$ cat src/rtl/fetch_stage.sv
// fetch_stage: instruction fetch plus IF/ID pipeline register.
// Holds the PC, issues word reads over a req/ready handshake, and registers
// the returned instruction with PC+4 for the control decoder and ALU control.
// A one-entry skid buffer keeps a word that returns during a stall.
// Optional feature: define FETCH_PERF_EN to add fetch_count/bubble_count.
//
// state | meaning
// FETCH | request issued every cycle at pc
// HOLD  | skid buffer full, waiting for stall to drop; no request
module fetch_stage #(
    parameter int                    PC_WIDTH = 32,
    parameter logic [PC_WIDTH-1:0]   RESET_PC = {PC_WIDTH{1'b0}}
) (
    input  logic                clk,
    input  logic                rst_n,
    output logic                imem_req,
    output logic [PC_WIDTH-1:0] imem_addr,
    input  logic [31:0]         imem_rdata,
    input  logic                imem_ready,
    input  logic                stall,
    input  logic                branch_taken,
    input  logic [PC_WIDTH-1:0] branch_target,
    output logic                ifid_valid,
    output logic [31:0]         ifid_instr,
    output logic [PC_WIDTH-1:0] ifid_pc4,
    output logic [5:0]          opcode,
    output logic [5:0]          funct
`ifdef FETCH_PERF_EN
    ,
    output logic [31:0]         fetch_count,
    output logic [31:0]         bubble_count
`endif
);

    typedef enum logic {
        FETCH = 1'b0,
        HOLD  = 1'b1
    } state_t;

    state_t              state;
    logic [PC_WIDTH-1:0] pc;
    logic [31:0]         skid_instr;
    logic [PC_WIDTH-1:0] skid_pc4;
    logic [PC_WIDTH-1:0] pc_next4;
    logic [PC_WIDTH-1:0] target_aligned;

    // Wraps modulo 2^PC_WIDTH; the low two target bits are forced to zero.
    assign pc_next4       = pc + PC_WIDTH'(4);
    assign target_aligned = branch_target & {{(PC_WIDTH-2){1'b1}}, 2'b00};

    assign imem_req  = (state == FETCH) && rst_n;
    assign imem_addr = pc;
    assign opcode    = ifid_instr[31:26];
    assign funct     = ifid_instr[5:0];

    // PC, FSM, skid buffer and IF/ID register; redirect beats stall and ready.
    always_ff @(posedge clk) begin
        if (!rst_n) begin
            state      <= FETCH;
            pc         <= RESET_PC;
            skid_instr <= 32'h0;
            skid_pc4   <= {PC_WIDTH{1'b0}};
            ifid_valid <= 1'b0;
            ifid_instr <= 32'h0;
            ifid_pc4   <= {PC_WIDTH{1'b0}};
        end else if (branch_taken) begin
            state      <= FETCH;
            pc         <= target_aligned;
            ifid_valid <= 1'b0;
            ifid_instr <= 32'h0;
        end else begin
            case (state)
                FETCH: begin
                    if (imem_ready) begin
                        pc <= pc_next4;
                        if (stall) begin
                            skid_instr <= imem_rdata;
                            skid_pc4   <= pc_next4;
                            state      <= HOLD;
                        end else begin
                            ifid_valid <= 1'b1;
                            ifid_instr <= imem_rdata;
                            ifid_pc4   <= pc_next4;
                        end
                    end else if (!stall) begin
                        ifid_valid <= 1'b0;
                        ifid_instr <= 32'h0;
                    end
                end
                HOLD: begin
                    if (!stall) begin
                        ifid_valid <= 1'b1;
                        ifid_instr <= skid_instr;
                        ifid_pc4   <= skid_pc4;
                        state      <= FETCH;
                    end
                end
                default: state <= FETCH;
            endcase
        end
    end

`ifdef FETCH_PERF_EN
    logic fetch_evt;
    logic bubble_evt;

    assign fetch_evt  = rst_n && !branch_taken && (state == FETCH) && imem_ready;
    assign bubble_evt = rst_n && (branch_taken ||
                        ((state == FETCH) && !imem_ready && !stall));

    // Saturating event counters.
    always_ff @(posedge clk) begin
        if (!rst_n) begin
            fetch_count  <= 32'h0;
            bubble_count <= 32'h0;
        end else begin
            if (fetch_evt && (fetch_count != 32'hFFFF_FFFF))
                fetch_count <= fetch_count + 32'd1;
            if (bubble_evt && (bubble_count != 32'hFFFF_FFFF))
                bubble_count <= bubble_count + 32'd1;
        end
    end
`endif

endmodule
$ cat config.mk
export PLATFORM = sky130hd
export DESIGN_NAME = fetch_stage
export DESIGN_NICKNAME = d
export VERILOG_FILES = /design/src/rtl/fetch_stage.sv
export SDC_FILE = /design/constraint.sdc
export NUM_CORES = 1
export LEC_CHECK = 0
export ABC_AREA = 1
export CAP_MARGIN = 10
export CORE_MARGIN = 1
export CORE_UTILIZATION = 45
export CTS_CLUSTER_SIZE = 25
export DETAILED_ROUTE_END_ITERATION = 6
export HOLD_SLACK_MARGIN = 0.08
export PLACE_DENSITY = 0.77
export SLEW_MARGIN = 30
export SYNTH_ARGS = -nofsm -noshare
export SYNTH_HDL_FRONTEND = slang
export SYNTH_SLANG_ARGS = --single-unit
$ cat constraint.sdc
create_clock -name clk -period 1.5 [get_ports clk]
set_input_delay 0.3 -clock clk [delete_from_list [all_inputs] [get_ports clk]]
set_output_delay 0.3 -clock clk [all_outputs]
set_load 0.01 [all_outputs]
==> flow_summary_export.csv <==
group,metric,value,unit
status,outcome,"finished, violations left",
status,failed_checks,"negative setup slack",
placed_design,place_inst,1414,
layout,syn_to_final_growth,43.60,%
route,postRouteAntennaNets,0,
worst_hold_path,min_path_type,"in -> reg",
synth,syn-instance-count,1030,
timing,rsz0062_at_grt,"true",
placed_design,dp_hpwl,14.68,mm
die,die_w,128.0,µm
timing,fin_crit,1568,ps
die,row_count,45,
synth,yosysUniqueCellTypes,29,
synth,yosysMostFrequentCell,"nand2_1",
timing,hold_slack,436.9,ps
global_routing,grt_pass1_vias,7159,
timing,max_freq,0.6379,GHz
route,drt-total-wl,22.38,mm
die,initial_utilization,46.47,%
timing,final_hold_viol_count,0,
route,drt-vias-per-instance,5.276,
clock_tree,cts_htree_levels,4,
global_routing,grt_max_degree,67,
timing,slew_headroom,60.60,%
die,core,0.01537,mm²
global_routing,antenna_found_initial,0,
placed_design,gp_congestion,0.9689,
clock_tree,clkLatencyLatePin,430,ps
synth,ys_top_cells_by_count,"nand2_1, dfxtp_1, nor2_1",
clock_tree,numCtsBuffers,17,
pwr,ir_drop,981.8,µV
route,firstDrtPassIters,7,
timing,fin_ws,-67.66,ps
clock_tree,cts_buffer_depth,2,
route,vias,7661,
pwr,power,10.29,mW
setup_path,criticalPathCategory,"reg -> reg",
layout,layout.cells.non_filler,1452,
setup_path,critPathArrivalTime,1930,ps
global_routing,overflow,0,
clock_tree,clock-sinks,156,
timing,maxSlewViolCount,0,
clock_tree,cts_root_buffer,"clkbuf_16",
synth,avgSynthCellArea,6.935,µm²
pwr,cellPowerDensity,1003,mW/mm²
setup_path,worstPathRequired,1870,ps
timing,setup_violations,23,
die,dieArea,0.01638,mm²
setup_path,crit_path_start_kind,"register",
die,io_pins,179,
setup_path,crit_fanout,5,
clock_tree,cts_tree,"yes",
global_routing,grt_usage,27.22,%
pwr,power.leakage,4.639,nW
timing,worst_pin_slew,591.0,ps
synth,synth_area_leaders,"dfxtp_1, nand2_1, a21oi_1, o21ai_0, nor2_1",
flow_run,drv_cap,0,
synth,yosysWarnings,0,
route,drt_iter0_drc,629,
route,wl_per_cell,15.42,µm
synth,synthesis.area,0.007143,mm²
setup_path,end_kind,"register",
synth,yosysTopAreaCell,"dfxtp_1",
die,die_h,128.0,µm
timing,finClkSkew,5.674,ps
layout,nNetsFinal,1298,
synth,ys_seq_area_share,43.72,%
synth,async_flop_share,0,%
layout,diodes,0,
placed_design,port_buffers,172,
synth,synth_ff_type,"dfxtp_1",
clock_tree,clk_pin_slew,60,ps
global_routing,grt_pass1_wl,35.11,mm
synth,synth_top_area_share,43.72,%
synth,synth_seq_cells,156,
timing,period_share,104.5,%
layout,drive_gt1_share,18.94,%
route,drc,0,
synth,synth_edf_count,0,
[report_power, final]
part           leakage [nW]  internal (mW)  switching, mW
Sequential             1.29           4.36          0.146
Clock                 0.289           2.49           1.83
Combinational          3.06          0.665          0.797
[area by class of cell]
| type | instances | area, µm² |
|---|---|---|
| flip-flops and latches | 156 | 3167 |
| clock inverters | 14 | 157.7 |
| fillers | 1301 | 5114 |
| repair buffers | 255 | 2302 |
| well taps | 211 | 264.0 |
| multi-input cells | 721 | 3643 |
| clock buffers | 18 | 429.2 |
| inverters | 77 | 294.0 |
[logic make-up (layout without fill, tap and decap cells)]
logic type | count (synthesis) | in the layout | synth area share (%)
buffers and inverters | 156 | 364 | 9.634
adders and majority gates | 1 | 1 | 0.1751
AOI/OAI and AO/OA | 299 | 299 | 21.60
and+or+nand+nor | 402 | 402 | 22.67
xor gates and xnor gates | 15 | 15 | 2.155
other | 1 | 4 | 0.05250
DFF | 156 | 156 | 43.72
[cell usage in the layout (no fill, tap or decap), types with 4 or more instances in the layout]
cell | synthesis | final
buf_6 | 2 | 7
a31oi_1 | 11 | 11
buf_4 | 18 | 71
xor2_1 | 9 | 5
nand2_2 | 5 | 28
dfxtp_1 | 156 | 133
nand2_1 | 205 | 179
o21ai_1 | 12 | 17
dfxtp_4 | 0 | 6
conb_1 | 1 | 4
nor2_4 | 6 | 11
clkbuf_16 | 0 | 18
inv_2 | 5 | 4
dlygate4sd2_1 | 0 | 90
nand3_2 | 0 | 8
a22o_1 | 6 | 6
inv_1 | 72 | 71
nand3_1 | 25 | 17
dfxtp_2 | 0 | 17
clkdlybuf4s50_1 | 0 | 65
a21oi_2 | 0 | 9
inv_6 | 0 | 4
o21ai_0 | 125 | 117
clkdlybuf4s15_1 | 0 | 11
buf_12 | 0 | 4
nor2_2 | 7 | 14
clkbuf_2 | 0 | 4
nor2_1 | 152 | 140
xor2_2 | 3 | 5
a21oi_1 | 141 | 132
[routing by layer]
metal,global-route usage (%),up-vias,routed length (µm)
met1,35.38,3570,9473
met3,4.508,55,1545
met5,0,-,0
li1,-,3711,-
met2,44.18,325,10650
met4,12.73,0,718
[through the flow]
stage	area, µm²	util, %	TNS (ps)	worst slack (ps)
6_report	10260	66.73	-448.7	-67.66
4_1_cts	9990	64.99	-136.8	-48.21
2_1_floorplan	7159	-	0	29.58
3_5_place_dp	9370	60.96	-38040	-360.8
3_3_place_gp	9370	60.96	-33210	-291.5
5_1_grt	10260	66.73	-4767	-163.8
[repair_timing]
action | CTS | global route
setup endpoints to repair | 161 | 98
buffers inserted | 2 | 3
gates resized for setup | 161 | 86
hold buffers | 0 | 0
cloned | 0 | 1
pin swaps | 18 | 29
[path summary, 6_finish.rpt]
kind | cells after the start | startpoint | slack (ps) | end
setup / recovery | 9 | imem_addr[3] | -70 | ifid_pc4[18]
hold / removal | 3 | branch_target[9] | 440 | imem_addr[9]
setup reg to reg | 9 | imem_addr[3] | -70 | ifid_pc4[18]
hold reg to reg | 2 | ifid_valid | 460 | ifid_valid
[registers in the layout, indices dropped and copies added (netlist names)]
name / cells
state: 1
skid_pc4: 30
ifid_valid: 1
imem_addr: 30
ifid_instr: 32
skid_instr: 32
ifid_pc4: 30
[worst max-delay path, cell delays in order (launching register included)]
cell	delay, ps
dfxtp_2	360
ha_4	160
nand2_4	50
nor2_4	120
nand2_4	100
nor2_4	200
xor2_2	170
buf_4	150
nand2_2	50
a21oi_2	130
Power figures use the tool's default switching activity.
